**src/rtl/mc_pkg.sv**
```systemverilog
// Shared types and encodings for the multicycle ARM32 control unit.
package mc_pkg;

  typedef enum logic [3:0] {
    S_FETCH,
    S_DECODE,
    S_MEMADR,
    S_MEMRD,
    S_MEMWB,
    S_MEMWR,
    S_EXECR,
    S_EXECI,
    S_ALUWB,
    S_BRANCH
  } state_t;

  localparam logic [1:0] SRCB_RD2  = 2'b00;
  localparam logic [1:0] SRCB_IMM  = 2'b01;
  localparam logic [1:0] SRCB_FOUR = 2'b10;

  localparam logic [1:0] RES_ALUOUT    = 2'b00;
  localparam logic [1:0] RES_DATA      = 2'b01;
  localparam logic [1:0] RES_ALURESULT = 2'b10;

  localparam logic [1:0] ALU_ADD = 2'b00;
  localparam logic [1:0] ALU_SUB = 2'b01;
  localparam logic [1:0] ALU_AND = 2'b10;
  localparam logic [1:0] ALU_ORR = 2'b11;

  localparam logic [1:0] OP_DP   = 2'b00;
  localparam logic [1:0] OP_MEM  = 2'b01;
  localparam logic [1:0] OP_BR   = 2'b10;

  localparam logic [3:0] CMD_ADD = 4'b0100;
  localparam logic [3:0] CMD_SUB = 4'b0010;
  localparam logic [3:0] CMD_AND = 4'b0000;
  localparam logic [3:0] CMD_ORR = 4'b1100;

  localparam logic [3:0] COND_EQ = 4'b0000;
  localparam logic [3:0] COND_NE = 4'b0001;
  localparam logic [3:0] COND_CS = 4'b0010;
  localparam logic [3:0] COND_CC = 4'b0011;
  localparam logic [3:0] COND_MI = 4'b0100;
  localparam logic [3:0] COND_PL = 4'b0101;
  localparam logic [3:0] COND_VS = 4'b0110;
  localparam logic [3:0] COND_VC = 4'b0111;
  localparam logic [3:0] COND_HI = 4'b1000;
  localparam logic [3:0] COND_LS = 4'b1001;
  localparam logic [3:0] COND_GE = 4'b1010;
  localparam logic [3:0] COND_LT = 4'b1011;
  localparam logic [3:0] COND_GT = 4'b1100;
  localparam logic [3:0] COND_LE = 4'b1101;
  localparam logic [3:0] COND_AL = 4'b1110;

  // nzcv is ordered {N, Z, C, V}; cond 1111 never executes.
  function automatic logic cond_eval(input logic [3:0] cond, input logic [3:0] nzcv);
    logic n, z, c, v, res;
    {n, z, c, v} = nzcv;
    case (cond)
      COND_EQ: res = z;
      COND_NE: res = !z;
      COND_CS: res = c;
      COND_CC: res = !c;
      COND_MI: res = n;
      COND_PL: res = !n;
      COND_VS: res = v;
      COND_VC: res = !v;
      COND_HI: res = c && !z;
      COND_LS: res = !c || z;
      COND_GE: res = (n == v);
      COND_LT: res = (n != v);
      COND_GT: res = !z && (n == v);
      COND_LE: res = z || (n != v);
      COND_AL: res = 1'b1;
      default: res = 1'b0;
    endcase
    return res;
  endfunction

endpackage

```
**src/rtl/mc_if.sv**
```systemverilog
// Controller <-> datapath bundle. MemReady exists only when MC_MEM_READY_EN is defined.
interface mc_if;
  logic [19:0] Instr;
  logic [3:0]  ALUFlags;
`ifdef MC_MEM_READY_EN
  logic        MemReady;
`endif
  logic        PCWrite;
  logic        AdrSrc;
  logic        MemWrite;
  logic        IRWrite;
  logic [1:0]  ResultSrc;
  logic [1:0]  ALUControl;
  logic        ALUSrcA;
  logic [1:0]  ALUSrcB;
  logic [1:0]  ImmSrc;
  logic        RegWrite;
  logic [1:0]  RegSrc;

`ifdef MC_MEM_READY_EN
  modport master (
    input  Instr, ALUFlags, MemReady,
    output PCWrite, AdrSrc, MemWrite, IRWrite, ResultSrc, ALUControl,
           ALUSrcA, ALUSrcB, ImmSrc, RegWrite, RegSrc
  );
  modport slave (
    output Instr, ALUFlags, MemReady,
    input  PCWrite, AdrSrc, MemWrite, IRWrite, ResultSrc, ALUControl,
           ALUSrcA, ALUSrcB, ImmSrc, RegWrite, RegSrc
  );
`else
  modport master (
    input  Instr, ALUFlags,
    output PCWrite, AdrSrc, MemWrite, IRWrite, ResultSrc, ALUControl,
           ALUSrcA, ALUSrcB, ImmSrc, RegWrite, RegSrc
  );
  modport slave (
    output Instr, ALUFlags,
    input  PCWrite, AdrSrc, MemWrite, IRWrite, ResultSrc, ALUControl,
           ALUSrcA, ALUSrcB, ImmSrc, RegWrite, RegSrc
  );
`endif
endinterface

```
**src/rtl/mc_condcheck.sv**
```systemverilog
// NZCV flag register, condition evaluation and condition-gated flag writes.
module mc_condcheck
  import mc_pkg::*;
(
  input  logic       clk,
  input  logic       reset,
  input  logic [3:0] cond,
  input  logic [3:0] alu_flags,
  input  logic [1:0] flag_wr,   // [1] = NZ, [0] = CV
  input  logic       hold,
  input  logic       use_held,
  output logic       cond_ex
);

  logic [3:0] flags;
  logic       cond_now;
  logic       cond_held;

  assign cond_now = cond_eval(cond, flags);
  // The writeback cycle after EXEC must see the condition from before its own flag update.
  assign cond_ex  = use_held ? cond_held : cond_now;

  always_ff @(posedge clk or posedge reset) begin
    if (reset) begin
      flags     <= 4'b0000;
      cond_held <= 1'b0;
    end else begin
      if (hold) cond_held <= cond_now;
      if (cond_now && flag_wr[1]) flags[3:2] <= alu_flags[3:2];
      if (cond_now && flag_wr[0]) flags[1:0] <= alu_flags[1:0];
    end
  end

endmodule

```
**src/rtl/mc_controller.sv**
```systemverilog
// Multicycle ARM32 control unit: Moore main FSM, ALU decode, condition-gated writes.
// Defining MC_MEM_READY_EN adds MemReady stalls in FETCH, MEMRD and MEMWR.
module mc_controller
  import mc_pkg::*;
(
  input  logic clk,
  input  logic reset,
  mc_if.master bus
);

  state_t     state, state_nx;
  logic [1:0] op;
  logic       i_bit, s_bit;
  logic [3:0] cmd, rd;
  logic       mem_ready;
  logic       cond_ex;
  logic       exec;
  logic [1:0] flag_wr;
  logic [1:0] alu_dec;
  logic       alu_known;

  logic       pc_write, adr_src, mem_write, ir_write, reg_write, alu_src_a;
  logic [1:0] result_src, alu_control, alu_src_b;

  assign op    = bus.Instr[15:14];
  assign i_bit = bus.Instr[13];
  assign cmd   = bus.Instr[12:9];
  assign s_bit = bus.Instr[8];
  assign rd    = bus.Instr[3:0];

  logic unused_rn;
  assign unused_rn = ^bus.Instr[7:4];

`ifdef MC_MEM_READY_EN
  assign mem_ready = bus.MemReady;
`else
  assign mem_ready = 1'b1;
`endif

  always_comb begin
    alu_dec   = ALU_ADD;
    alu_known = 1'b1;
    case (cmd)
      CMD_ADD: alu_dec = ALU_ADD;
      CMD_SUB: alu_dec = ALU_SUB;
      CMD_AND: alu_dec = ALU_AND;
      CMD_ORR: alu_dec = ALU_ORR;
      default: alu_known = 1'b0;
    endcase
  end

  assign exec    = (state == S_EXECR) || (state == S_EXECI);
  // Logical ops leave C and V alone; unrecognised commands never touch flags.
  assign flag_wr = (exec && s_bit && alu_known)
                 ? {1'b1, (alu_dec == ALU_ADD) || (alu_dec == ALU_SUB)} : 2'b00;

  mc_condcheck u_cond (
    .clk       (clk),
    .reset     (reset),
    .cond      (bus.Instr[19:16]),
    .alu_flags (bus.ALUFlags),
    .flag_wr   (flag_wr),
    .hold      (exec),
    .use_held  (state == S_ALUWB),
    .cond_ex   (cond_ex)
  );

  always_ff @(posedge clk or posedge reset) begin
    if (reset) state <= S_FETCH;
    else       state <= state_nx;
  end

  always_comb begin
    state_nx    = state;
    pc_write    = 1'b0;
    adr_src     = 1'b0;
    mem_write   = 1'b0;
    ir_write    = 1'b0;
    reg_write   = 1'b0;
    result_src  = RES_ALUOUT;
    alu_control = ALU_ADD;
    alu_src_a   = 1'b0;
    alu_src_b   = SRCB_RD2;
    case (state)
      S_FETCH: begin
        ir_write   = mem_ready;
        pc_write   = mem_ready;
        alu_src_a  = 1'b1;
        alu_src_b  = SRCB_FOUR;
        result_src = RES_ALURESULT;
        if (mem_ready) state_nx = S_DECODE;
      end
      S_DECODE: begin
        alu_src_a  = 1'b1;
        alu_src_b  = SRCB_FOUR;
        result_src = RES_ALURESULT;
        case (op)
          OP_MEM:  state_nx = S_MEMADR;
          OP_DP:   state_nx = i_bit ? S_EXECI : S_EXECR;
          OP_BR:   state_nx = S_BRANCH;
          default: state_nx = S_FETCH;
        endcase
      end
      S_MEMADR: begin
        alu_src_b = SRCB_IMM;
        state_nx  = s_bit ? S_MEMRD : S_MEMWR;
      end
      S_MEMRD: begin
        adr_src = 1'b1;
        if (mem_ready) state_nx = S_MEMWB;
      end
      S_MEMWB: begin
        result_src = RES_DATA;
        reg_write  = cond_ex;
        state_nx   = S_FETCH;
      end
      S_MEMWR: begin
        adr_src   = 1'b1;
        mem_write = cond_ex;
        if (mem_ready) state_nx = S_FETCH;
      end
      S_EXECR: begin
        alu_control = alu_dec;
        state_nx    = S_ALUWB;
      end
      S_EXECI: begin
        alu_src_b   = SRCB_IMM;
        alu_control = alu_dec;
        state_nx    = S_ALUWB;
      end
      S_ALUWB: begin
        reg_write = cond_ex;
        pc_write  = cond_ex && (rd == 4'd15);
        state_nx  = S_FETCH;
      end
      S_BRANCH: begin
        alu_src_b  = SRCB_IMM;
        result_src = RES_ALURESULT;
        pc_write   = cond_ex;
        state_nx   = S_FETCH;
      end
      default: state_nx = S_FETCH;
    endcase
  end

  // Write enables are forced low for the whole reset pulse, not just after the edge.
  assign bus.PCWrite    = pc_write  & ~reset;
  assign bus.IRWrite    = ir_write  & ~reset;
  assign bus.MemWrite   = mem_write & ~reset;
  assign bus.RegWrite   = reg_write & ~reset;
  assign bus.AdrSrc     = adr_src;
  assign bus.ResultSrc  = result_src;
  assign bus.ALUControl = alu_control;
  assign bus.ALUSrcA    = alu_src_a;
  assign bus.ALUSrcB    = alu_src_b;
  assign bus.ImmSrc     = op;
  assign bus.RegSrc     = {op == OP_MEM, op == OP_BR};

endmodule

```
**src/flat_wrapper.sv**
```systemverilog
// flat-port wrapper written by rule: the top's interface ports become plain ports
module mc_controller_flat import mc_pkg::*;
  (clk, reset, bus_Instr, bus_ALUFlags, bus_PCWrite, bus_AdrSrc, bus_MemWrite, bus_IRWrite, bus_ResultSrc, bus_ALUControl, bus_ALUSrcA, bus_ALUSrcB, bus_ImmSrc, bus_RegWrite, bus_RegSrc);
  mc_if bus_i ();
  input  logic clk;
  input  logic reset;
  input wire logic [$bits(bus_i.Instr)-1:0] bus_Instr;
  input wire logic [$bits(bus_i.ALUFlags)-1:0] bus_ALUFlags;
  output wire logic [$bits(bus_i.PCWrite)-1:0] bus_PCWrite;
  output wire logic [$bits(bus_i.AdrSrc)-1:0] bus_AdrSrc;
  output wire logic [$bits(bus_i.MemWrite)-1:0] bus_MemWrite;
  output wire logic [$bits(bus_i.IRWrite)-1:0] bus_IRWrite;
  output wire logic [$bits(bus_i.ResultSrc)-1:0] bus_ResultSrc;
  output wire logic [$bits(bus_i.ALUControl)-1:0] bus_ALUControl;
  output wire logic [$bits(bus_i.ALUSrcA)-1:0] bus_ALUSrcA;
  output wire logic [$bits(bus_i.ALUSrcB)-1:0] bus_ALUSrcB;
  output wire logic [$bits(bus_i.ImmSrc)-1:0] bus_ImmSrc;
  output wire logic [$bits(bus_i.RegWrite)-1:0] bus_RegWrite;
  output wire logic [$bits(bus_i.RegSrc)-1:0] bus_RegSrc;
  assign bus_i.Instr = bus_Instr;
  assign bus_i.ALUFlags = bus_ALUFlags;
  assign bus_PCWrite = bus_i.PCWrite;
  assign bus_AdrSrc = bus_i.AdrSrc;
  assign bus_MemWrite = bus_i.MemWrite;
  assign bus_IRWrite = bus_i.IRWrite;
  assign bus_ResultSrc = bus_i.ResultSrc;
  assign bus_ALUControl = bus_i.ALUControl;
  assign bus_ALUSrcA = bus_i.ALUSrcA;
  assign bus_ALUSrcB = bus_i.ALUSrcB;
  assign bus_ImmSrc = bus_i.ImmSrc;
  assign bus_RegWrite = bus_i.RegWrite;
  assign bus_RegSrc = bus_i.RegSrc;
  mc_controller u_core (.clk(clk), .reset(reset), .bus(bus_i));
endmodule
```
**config.mk**
```make
export PLATFORM = sky130hd
export DESIGN_NAME = mc_controller_flat
export DESIGN_NICKNAME = d
export VERILOG_FILES = /design/src/rtl/mc_pkg.sv /design/src/rtl/mc_if.sv /design/src/rtl/mc_condcheck.sv /design/src/rtl/mc_controller.sv /design/src/flat_wrapper.sv
export SDC_FILE = /design/constraint.sdc
export NUM_CORES = 1
export LEC_CHECK = 0
export BUFFER_PORTS_ARGS = -buffer_cell sky130_fd_sc_hd__buf_2
export CAP_MARGIN = 30
export CORE_AREA = 10 10 53 55
export DETAILED_ROUTE_END_ITERATION = 8
export DIE_AREA = 0 0 63 65
export GPL_TIMING_DRIVEN = 1
export PLACE_DENSITY = 0.81
export SETUP_SLACK_MARGIN = 0.15
export SLEW_MARGIN = 20
export SYNTH_ARGS = -nofsm -noshare
export SYNTH_HDL_FRONTEND = slang
export SYNTH_SLANG_ARGS = --single-unit
export TNS_END_PERCENT = 20
```
**constraint.sdc**
```tcl
create_clock -name clk -period 4.3 [get_ports clk]
set_input_delay 0.215 -clock clk [delete_from_list [all_inputs] [get_ports clk]]
set_output_delay 0.215 -clock clk [all_outputs]
set_load 0.05 [all_outputs]
```
Word level (Yosys, flattened, before mapping)

Index checks and enable logic that the tools add are counted.

Logic and storage cells: 86
Output and inout port bits: 16
Register bits: 9
Bits of input ports: 26

Mux-type cells: 18
Equality and inequality tests: 32
Bitwise logic cells: 5
Reduce and logical (&&, ||, !) cells: 27

Operators with widths:

| cell                 | number |
|---|---|
| $eq A4 B4 Y1 const B | 11 |
| $eq A4 B3 Y1 const B | 9 |
| $eq A4 B2 Y1 const B | 5 |
| $pmux W4 S5          | 1 |
| $pmux W1 S15         | 1 |
| $logic_not A4 Y1     | 3 |
| $pmux W4 S3          | 1 |
| $eq A4 B1 Y1 const B | 2 |
| $mux W1              | 8 |
| $pmux W2 S2          | 2 |
| $reduce_or A2 Y1     | 4 |
| $logic_and A1 B1 Y1  | 7 |
| $pmux W2 S3          | 1 |
| $reduce_or A3 Y1     | 2 |
| $and A1 B1 Y1        | 4 |
| $eq A2 B1 Y1 const B | 2 |
| $logic_not A1 Y1     | 4 |
| $logic_not A2 Y1     | 2 |
| $logic_or A1 B1 Y1   | 4 |
| $mux W2              | 2 |
| $reduce_or A4 Y1     | 1 |
| $mux W3              | 1 |
| $pmux W1 S3          | 1 |
| $eq A2 B2 Y1 const B | 1 |
| 3 further kinds      | 3 |

Longest topological paths before layout

Gate-level depths: netlist (run 1).

Depth in word-level cells: 7
Gate-level depth with buffers: 7
Gate-level depth less buffers: 6

By module

From an unflattened synthesis (run 1), not the netlist that was laid out.

Cells, all modules: 108
Area, all modules: 939.7 um2

Modules (own cells, without submodules):

| module        | cells an instance | area an instance (um2) | instances | sequential area each (um2) |
|---|---|---|---|---|
| mc_condcheck  | 49                | 481.7                  | 1         | 125.1 |
| mc_controller | 59                | 457.9                  | 1         | 100.1 |

Worst setup path before layout (run 1)

OpenSTA, ideal clock, no wires.

Kind: register -> output
Start point: reg u_core.u_cond.flags[1]
End point: out bus_RegWrite
Path buffers: 0
Cell stages (with the launch flop): 7
Setup slack: 1.477 ns
Data arrival time: 2.608 ns
Cells stage by stage: dfrtp_1 -> or2b_1 -> o32a_1 -> a311oi_2 -> a2111oi_4 -> nand2b_1 -> a211oi_1

Word-level cells in the longest chain between the ends: 6

RTL lines:

| item                     | line                       | RTL |
|---|---|---|
| start: declaration       | mc_condcheck.sv:15         | `logic [3:0] flags;` |
| start signal: assignment | mc_condcheck.sv:30         | `if (cond_now && flag_wr[0]) flags[1:0] <= alu_flags[1:0];` |
| $logic_not A1 Y1         | mc_pkg.sv:63, mc_pkg.sv:69 |  |
| $logic_or A1 B1 Y1       | mc_pkg.sv:69               | `COND_LS: res = !c \|\| z;` |
| $pmux W1 S15 *           | mc_pkg.sv:59               | `case (cond)` |
| $mux W1 *                | mc_condcheck.sv:21         | `assign cond_ex = use_held ? cond_held : cond_now;` |
| $mux W1 *                | mc_controller.sv:84        | `case (state)` |
| $and A1 B1 Y1 *          | mc_controller.sv:150       | `assign bus.RegWrite = reg_write & ~reset;` |
| end: declaration         | flat_wrapper.sv:18         | `output wire logic [$bits(bus_i.RegWrite)-1:0] bus_RegWrite;` |

Every way passes the cells marked *; elsewhere a longest branch is shown, timed or not.

Worst setup path in the final report (run 1)

Start point: reg u_core.u_cond.flags[3]
End point: out bus_RegWrite

Word-level cells in the longest chain between the ends: 6

RTL lines:

| item                                                      | line                       | RTL |
|---|---|---|
| start signal: assignment                                  | mc_condcheck.sv:29         | `if (cond_now && flag_wr[1]) flags[3:2] <= alu_flags[3:2];` |
| $ne A1 B1 Y1 or $eq A1 B1 Y1 (tied branches)              | -                          |  |
| $logic_or A1 B1 Y1 or $logic_and A1 B1 Y1 (tied branches) | mc_pkg.sv:73, mc_pkg.sv:72 |  |
| $pmux W1 S15 *                                            | mc_pkg.sv:59               |  |
| $mux W1 *                                                 | mc_condcheck.sv:21         |  |
| $mux W1 *                                                 | mc_controller.sv:84        |  |
| $and A1 B1 Y1 *                                           | mc_controller.sv:150       |  |

Marked as above.

==> results of run 1 <==
metal layers:
| layer | up-vias | wire length [microns] | share of wire | GRT usage |
|---|---|---|---|---|
| li1 | 431 | - | - | - |
| met1 | 402 | 929 | 0.41 | 0.108 |
| met2 | 38 | 1110 | 0.50 | 0.195 |
| met3 | 4 | 163 | 0.073 | 0.0223 |
| met4 | 0 | 32 | 0.014 | 0.0531 |
| met5 | - | 0 | 0 | 0 |
cell usage after synthesis, types with 2 or more instances:
| library cell | count |
|---|---|
| nand2b_1 | 5 |
| nor2_1 | 14 |
| nand2_1 | 8 |
| mux2_1 | 2 |
| a21oi_1 | 4 |
| nor3_1 | 5 |
| buf_4 | 3 |
| nand3_1 | 5 |
| nor3b_1 | 2 |
| o21ai_0 | 5 |
| o31ai_1 | 2 |
| mux2_2 | 2 |
| xnor2_1 | 4 |
| inv_1 | 4 |
| or2_2 | 2 |
| xor2_1 | 2 |
| nor2b_1 | 5 |
| dfrtp_1 | 9 |
| nand3b_1 | 3 |
timing repair:
action,in CTS,in global routing
setup buffers,0,0
hold endpoints to repair,9,0
hold buffers,1,0
flip-flops by register name (all words and copies together) (netlist names):
| register | flops |
|---|---|
| u_core.state | 4 |
| u_core.u_cond.cond_held | 1 |
| u_core.u_cond.flags | 4 |
kinds of logic after synthesis:
group	Yosys count	synth area share
compound gates	20	0.197
simple gates	53	0.345
flops	9	0.269
xor+xnor	6	0.0628
buf+inv	10	0.0598
mux	5	0.0658
worst max path at each step:
stage / end / slack, ns / depth (start not counted)
after detailed placement: bus_RegWrite / 2.01 / 7
after floorplan: bus_RegWrite / 1.48 / 6
after CTS: bus_RegWrite / 1.74 / 7
after global placement: bus_RegWrite / 2.07 / 8
after global routing: bus_RegWrite / 1.47 / 7
final: bus_RegWrite / 1.76 / 7
power by group through the flow:
stage | Combinational (W) | Sequential [W] | Clock (W)
3_3_place_gp | 0.000379 | 0.000151 | 0
5_1_grt | 0.000418 | 0.000160 | 0.0000707
6_report | 0.000389 | 0.000154 | 0.0000646
4_1_cts | 0.000390 | 0.000152 | 0.0000656
3_5_place_dp | 0.000388 | 0.000153 | 0
2_1_floorplan | 0.000318 | 0.000134 | 0
per-stage QoR:
step | power [W] | setup slack [ns] | area (sq um) | std cells
after floorplan | 0.000452 | 1.48 | 837 | 103
after global placement | 0.000530 | 2.07 | 1020 | 161
after global routing | 0.000648 | 1.47 | 1060 | 166
after detailed placement | 0.000541 | 2.01 | 1020 | 161
after CTS | 0.000608 | 1.74 | 1060 | 166
final | 0.000607 | 1.76 | 1060 | 166
layout make-up:
cell class,count,share of cell area
clock buffers,4,0.0249
repair buffers,38,0.185
inverters,4,0.0142
multi-input cells,84,0.531
well taps,27,0.0320
flip-flops and latches,9,0.213
==> results.cfg, run 1 <==
[outcome]
status = finished clean

[setup_path]
regToRegSetupSlack_ns = 2.14
crit_path_max_incr_delay_ns = 0.42
worst_path_most_repeated_cell = xnor2_1
critPathBufInv = 1
crit_type = reg2out
crit_chain = xnor2_1 > xnor2_1 > o31ai_1 > a2111oi_4 > nand2b_1 > a211oi_1 > buf_2
cp_max_fo = 5
startpoint = u_core.u_cond.flags[3]
slowest_stage = dfrtp_1
worstPathArrival_ns = 2.33
reg2reg_from = u_core.u_cond.flags[3]
start_kind = flip-flop
rr_worst_depth = 6
cp.required_ns = 4.09
critPathCaptureType = output pin
crit_family = compound AO/OA/AOI/OAI gates
timing.rr.end = u_core.u_cond.flags[1]

[finish]
seqCellArea_sq_um = 225
final_common_cell = buf_2
multi_input_area_sq_um = 562
antennaDiodeCount = 0
syn_to_final_growth_pct = 26.3
postLayoutCoreUtil = 0.568
nets = 166
drive_gt1_frac = 0.345
final_cell_mix = buf_2 (37), nor2_1 (14), dfrtp_1 (9)
fillers = 171

[yosys]
synth_edf_count = 0
synth_seq_cells = 9
synth_top_area_share = 0.269
avgSynthCellArea_sq_um = 8.13
synth_cells = 103
ys_warn_count = 0
ys_seq_area_frac = 0.269
synth_nets = 129
synth_area_leaders = dfrtp_1 (27%), nor2_1 (6.3%), xnor2_1 (4.2%)
synthArstFlopShare = 1.00
yosysTopAreaCell = dfrtp_1
syn_area_sq_um = 837
synth_flop_cell = dfrtp_1
synth_cell_types = 36

[pwr]
p_int_w = 0.000257
leakagePower_nw = 0.505
seq_power_share = 0.254
pwr-share-clk = 0.106
powerDensity_nw_per_um2 = 575
pwr-share-comb = 0.640
netSwitchingPower_w = 0.000351
vdd_drop_max_v = 0.000531
swShare = 0.577

[global_route]
grt_pass1_vias = 847
grt.total_usage = 0.105
grt_max_degree = 15
grt_first_pass_wirelength_microns = 3590
antenna_found_initial = 0
gr-total-overflow = 0

[floorplan]
fp.dieW_microns = 63
die_h_microns = 65
num_rows = 16
dieArea_sq_um = 4100
start_util = 0.450
core_region_area_sq_um = 1860
ios = 42

[timing]
post-route-min-period_ns = 2.54
slew-limit-headroom = 0.659
final-setup-viol-count = 0
fmax_mhz = 394
rsz0062_at_grt = false
drv_slew = 0
hold_viol_final = 0
hold_slack_ns = 0.183
fin_crit_sh = 0.591
clock_skew_ns = 0.00572
tightest_slew_ns = 0.512
tns_ns = 0

[placement]
dpl.hpwl_microns = 1820
gp_congestion = 0.843
port_buffers = 37

[detailed_routing]
post-route-drc-count = 0
dr.pass1.iters = 5
avgRoutedWirePerCell_microns = 13.5
detail_route.wirelength_microns = 2240
drt_iter0_drc = 26
drt-vias-per-instance = 5.27
vias = 875
antenna_left = 0

[clock_network]
cts_tree = done
numCtsBuffers = 3
clock_sinks = 9
cts_resized = 0
cts_root_buf = clkbuf_4
clk_latency_ns = 0.26
cts_buffer_depth = 2
clkSlewWorstSetupHoldPaths_ns = 0.06
cts.htree.levels = 1

[worst_hold_path]
hold_end = u_core.u_cond.flags[0]
min_from = bus_ALUFlags[0]
hold_depth = 2
hold_path_class = in2reg

[job]
maxCapViolCount = 0
Note: power is estimated with default switching activity, not from simulation.
==> run 2: changes to the inputs <==
ABC_AREA = 1   (was default)
CORE_AREA = 10 10 58 60   (was 10 10 53 55)
DIE_AREA = 0 0 68 70   (was 0 0 63 65)
PLACE_DENSITY = 0.72   (was 0.81)
clock period = 2.1 ns   (was 4.3 ns; I/O delays follow)
==> run 2 against run 1 <==
- flip-flop and latch count unchanged
- critical endpoint unchanged
- combinational power up 120%
- non-clock buffer count unchanged
- global-route usage down 0.62 points
- routed wire length down 2.7%
- area after synthesis up 5.8%
- largest power group unchanged
- clock-buffer cell count unchanged
- via count up 17%
- power up 110%
- synthesized cell count up 45%
- worst hold slack worse by 0.13 ns
==> results.cfg, run 2 <==
[yosys]
muxShareOfSynthArea = 0
ys_seq_area_frac = 0.254
synth_commonest_cells = nand2_1 (39), inv_1 (26), nand3_1 (21), nor2_1 (21), dfrtp_1 (9)
synth-simple-area-share = 0.463
synthArstFlopShare = 1.00
yosysTopAreaCell = dfrtp_1
synthXorXnorAreaFrac = 0
synth_area_leaders = dfrtp_1 (25%), nand2_1 (17%), nand3_1 (12%)
synth_cell_types = 25
avgSynthCellArea_sq_um = 5.95
syn_area_sq_um = 886
synth_top_family_by_area = simple AND/OR/NAND/NOR gates
synthAdderAreaFrac = 0
synth_edf_count = 0
synth-compound-area-share = 0.106
yosysMostFrequentCell = nand2_1
synth_top_area_share = 0.254
synth_nets = 175
synth_cells = 149
ys_warn_count = 0
synth_seq_cells = 9
synth_flop_cell = dfrtp_1

[setup_path]
reg2reg_from = u_core.state[3]
cp_max_fo = 4
cp.required_ns = 2.00
regToRegSetupSlack_ns = 0.69
start_kind = flip-flop
startpoint = u_core.u_cond.flags[3]
crit_type = reg2out
worstPathArrival_ns = 1.66
critPathCaptureType = output pin

[detailed_routing]
met3_length_microns = 145
met1Wirelength_microns = 997
drt_iter0_drc = 40
detail_route.wirelength_microns = 2180
top_layer = met4
met2_length_microns = 989
vias = 1020
post-route-drc-count = 0
dr.pass1.iters = 4
avgRoutedWirePerCell_microns = 10.1
drt-vias-per-instance = 4.72
antenna_left = 0

[pwr]
p_int_w = 0.000516
leakagePower_nw = 0.645
seq_power_share = 0.228
netSwitchingPower_w = 0.000751
powerDensity_nw_per_um2 = 1140
pwr-share-clk = 0.107
p_total_w = 0.00127
vdd_drop_max_v = 0.000942
pwr-share-comb = 0.665
swShare = 0.593

[timing]
tightest_slew_ns = 0.255
drv_slew = 0
final-setup-viol-count = 0
post-route-min-period_ns = 1.76
fmax_mhz = 568
hold_viol_final = 0
setup_slack_ns = 0.339
fin_crit_sh = 0.839
slew-limit-headroom = 0.831
rsz0062_at_grt = false
clock_skew_ns = 0.00523

[global_route]
gr-total-overflow = 0
grt_max_degree = 12
grt.total_usage = 0.0983
antenna_found_initial = 0
grt_pass1_vias = 962
grt_first_pass_wirelength_microns = 3860

[placement]
port_buffers = 37
gp_congestion = 0.802
placed_cells = 211
dpl.hpwl_microns = 1870
pre_cts_ws_ns = 0.596

[floorplan]
ios = 42
die_h_microns = 70
fp.dieW_microns = 68
start_util = 0.378
core_region_area_sq_um = 2340
dieArea_sq_um = 4760
num_rows = 18

[clock_network]
cts.htree.levels = 1
cts_root_buf = clkbuf_4
clkSlewWorstSetupHoldPaths_ns = 0.06
clk_latency_ns = 0.27
numCtsBuffers = 3
cts_tree = done
clock_sinks = 9
cts_buffer_depth = 2
post_cts_buffers = 0

[finish]
final_common_cell = nand2_1
antennaDiodeCount = 0
drive_gt1_frac = 0.285
reg_top3 = u_core.state x4, u_core.u_cond.flags x4, u_core.u_cond.cond_held x1
stdcell_count = 216
nets = 213
syn_to_final_growth_pct = 25.3
final_cell_mix = nand2_1 (39), buf_2 (35), inv_1 (25)

[worst_hold_path]
hold_path_class = in2reg
min_from = bus_Instr[14]

[outcome]
status = finished clean

[job]
maxCapViolCount = 0
## run 2: cell types whose count changed after synthesis, moves of 5 or more
cell      change
nand2b_1      -5
inv_1        +22
nor2_1        +7
nand2_1      +31
nand3_1      +16
nor2b_1       -5
## run 2: repair_timing
item	in CTS	in global routing
setup endpoints to repair	0	3
gates resized for setup	0	4
hold buffers	1	0
hold endpoints to repair	9	0
## run 2: per-stage QoR
stage | instance area (sq um) | hold WS [ns] | setup TNS (ns) | util
final | 1110 | 0.0488 | 0 | 0.474
after global routing | 1110 | 0.0570 | 0 | 0.474
after CTS | 1100 | 0.0508 | 0 | 0.470
after detailed placement | 1060 | 0.116 | 0 | 0.454
after global placement | 1060 | 0.112 | 0 | 0.454
after floorplan | 886 | -0.0532 | -0.109 | -
## run 2: cell families after synthesis
kind of cell    Yosys count
compound gates           14
buf+inv                  34
flops                     9
simple gates             92
## run 2: final cells by class
type	count	area [sq um]
inverters	29	115
repair buffers	38	200
fillers	256	1230
clock buffers	4	26.3
well taps	30	37.5
multi-input cells	106	504
flip-flops and latches	9	226
## run 2: critical path: stages, from the launching register on
cell and delay (ns):
dfrtp_1 0.40, inv_1 0.08, nand2_1 0.08, nand3_1 0.11
nand2_1 0.06, nand2_1 0.06, nand2_2 0.07, nand4_1 0.11
nand2_1 0.08, nor2_1 0.09, clkbuf_4 0.24
## run 2: power groups by stage
stage / clock, W / combinational, W / sequential [W]
floorplan: 0 / 0.000707 / 0.000262
global placement: 0 / 0.000844 / 0.000291
detailed placement: 0 / 0.000846 / 0.000290
CTS: 0.000138 / 0.000849 / 0.000287
global route: 0.000150 / 0.000925 / 0.000305
finish: 0.000135 / 0.000842 / 0.000289
## run 2: final timing paths
kind	end	depth (start not counted)
min reg2reg	u_core.u_cond.cond_held	2
max reg2reg	u_core.u_cond.flags[1]	8
min in group asynchronous	u_core.u_cond.cond_held	3
min	u_core.state[3]	2
max	bus_RegWrite	10
max in group asynchronous	u_core.state[1]	3
## run 2: routing by layer
metal  GRT usage  vias up
met5           0        -
met4      0.0582        0
met3      0.0223        6
met2       0.149       35
met1       0.120      438
li1            -      541
==> run 3: changes to the inputs <==
ABC_AREA = 0   (was 1)
CORE_AREA = 10 10 55 57   (was 10 10 58 60)
DIE_AREA = 0 0 65 67   (was 0 0 68 70)
PLACE_DENSITY = 0.75   (was 0.72)
clock period = 1.8 ns   (was 2.1 ns; I/O delays follow)
==> run 3 against run 2 <==
- the flow now finishes with violations (setup timing)
- register-to-register slack got worse by 1.1 ns
- cell area rose by 19%
- sequential share of layout area fell by 3.4 points
- clock-buffer cell count did not move
==> results.cfg, run 3 (same netlist as run 1, synthesis figures left out) <==
[outcome]
status = finished with violations
violations = setup timing

[floorplan]
core_region_area_sq_um = 1940
die_h_microns = 67
dieArea_sq_um = 4360
start_util = 0.431
ios = 42
num_rows = 16
fp.dieW_microns = 65

[clock_network]
clock_sinks = 9
cts_buffer_depth = 2
clk_latency_ns = 0.27
numCtsBuffers = 3
clkSlewWorstSetupHoldPaths_ns = 0.06
cts_tree = done
cts_root_buf = clkbuf_4
cts.htree.levels = 1

[setup_path]
crit_path_max_incr_delay_ns = 0.44
start_kind = flip-flop
cp_max_fo = 4
cp.required_ns = 1.71
slowest_stage = dfrtp_1
regToRegSetupSlack_ns = -0.41
worstPathArrival_ns = 2.17
crit_chain = xnor2_2 > nand3_1 > a311oi_2 > a2111oi_4 > buf_4 > a221oi_4 > buf_6
crit_type = reg2out
critPathCaptureType = output pin

[finish]
final_cell_mix = buf_2 (28), buf_4 (20), nor2_1 (13)
syn_to_final_growth_pct = 58.0
nets = 182
final_common_cell = buf_2
antennaDiodeCount = 0
postLayoutCoreUtil = 0.681
drive_gt1_frac = 0.503
reg_top3 = u_core.state x4, u_core.u_cond.flags x4, u_core.u_cond.cond_held x1

[placement]
dpl.hpwl_microns = 2160
gp_congestion = 0.877
port_buffers = 37

[detailed_routing]
drt-vias-per-instance = 5.14
avgRoutedWirePerCell_microns = 14.8
drt_iter0_drc = 20
detail_route.wirelength_microns = 2690
post-route-drc-count = 0
antenna_left = 0
dr.pass1.iters = 4
vias = 935

[global_route]
antenna_found_initial = 0
grt.total_usage = 0.124
grt_first_pass_wirelength_microns = 4390
grt_pass1_vias = 1011
gr-total-overflow = 0
grt_max_degree = 12

[timing]
drv_slew = 0
clock_skew_ns = 0.00186
final-setup-viol-count = 7
fin_crit_sh = 1.26
setup_slack_ns = -0.459
slew-limit-headroom = 0.762
hold_slack_ns = 0.0375
post-route-min-period_ns = 2.26
fmax_mhz = 443
rsz0062_at_grt = true
hold_viol_final = 0
tightest_slew_ns = 0.353

[job]
maxCapViolCount = 0

[pwr]
powerDensity_nw_per_um2 = 1310
leakagePower_nw = 0.616
vdd_drop_max_v = 0.00104

[worst_hold_path]
hold_path_class = in2reg
-- run 3: cell types whose count changed in the layout (fill, tap and decap cells not counted), sizes merged, moves of 4 or more --
cell and change:
mux2 +4, nand3 -17, inv -23, nor3 +4, buf +18, nor2 -8
nor2b +5, xnor2 +4, nand2 -35, nand2b +5
-- run 3: through the flow --
step / area, sq um / setup slack [ns] / std cells / power [W] / setup TNS, ns
final: 1320 / -0.459 / 182 / 0.00173 / -2.40
after global routing: 1320 / -0.547 / 182 / 0.00182 / -2.98
after CTS: 1290 / -0.448 / 182 / 0.00167 / -2.31
after detailed placement: 1180 / -0.406 / 176 / 0.00145 / -2.59
after global placement: 1180 / -0.266 / 176 / 0.00143 / -1.66
after floorplan: 886 / -0.315 / 103 / 0.00114 / -2.43
-- run 3: layout make-up --
cell class	count	area [sq um]
multi-input combinational	84	666
fill	158	619
timing repair buffer	54	357
sequential	9	225
tap	27	33.8
clock buffer	4	26.3
inverter	4	15.0
-- run 3: worst max-delay path, delay by kind of cell, from the launching register on --
kind,cells,cell delay (ns)
xor gates and xnor gates,1,0.23
AOI/OAI and AO/OA,3,0.71
buffers and inverters,2,0.36
and+or+nand+nor,1,0.14
DFF,1,0.44
-- run 3: power by group --
part	internal, W	switching, W
Combinational	0.000432	0.000805
Sequential	0.000261	0.0000651
Clock	0.0000860	0.0000787
-- run 3: timing repair --
action                                  4_1_cts  5_1_grt
endpoints found under the setup margin       11       15
buffers inserted                              1        0
hold buffers                                  1        0
gates resized for setup                      15       13
pin swaps                                     4        0
hold endpoints to repair                      9        0
-- run 3: worst paths after layout --
| path | startpoint | end | cells after the start |
|---|---|---|---|
| max | u_core.u_cond.flags[3] | bus_PCWrite | 7 |
| min | bus_ALUFlags[1] | u_core.u_cond.flags[1] | 2 |
| max reg2reg | u_core.u_cond.flags[3] | u_core.u_cond.flags[1] | 7 |
| min reg2reg | u_core.u_cond.cond_held | u_core.u_cond.cond_held | 2 |
| max in group asynchronous | reset | u_core.state[2] | 4 |
| min in group asynchronous | reset | u_core.u_cond.flags[0] | 4 |
-- run 3: metal layers --
layer	routed length (microns)	vias up	track usage
li1	-	467	-
met1	1120	430	0.129
met2	1340	31	0.222
met3	170	7	0.0234
met4	67	0	0.0829
met5	0	-	0
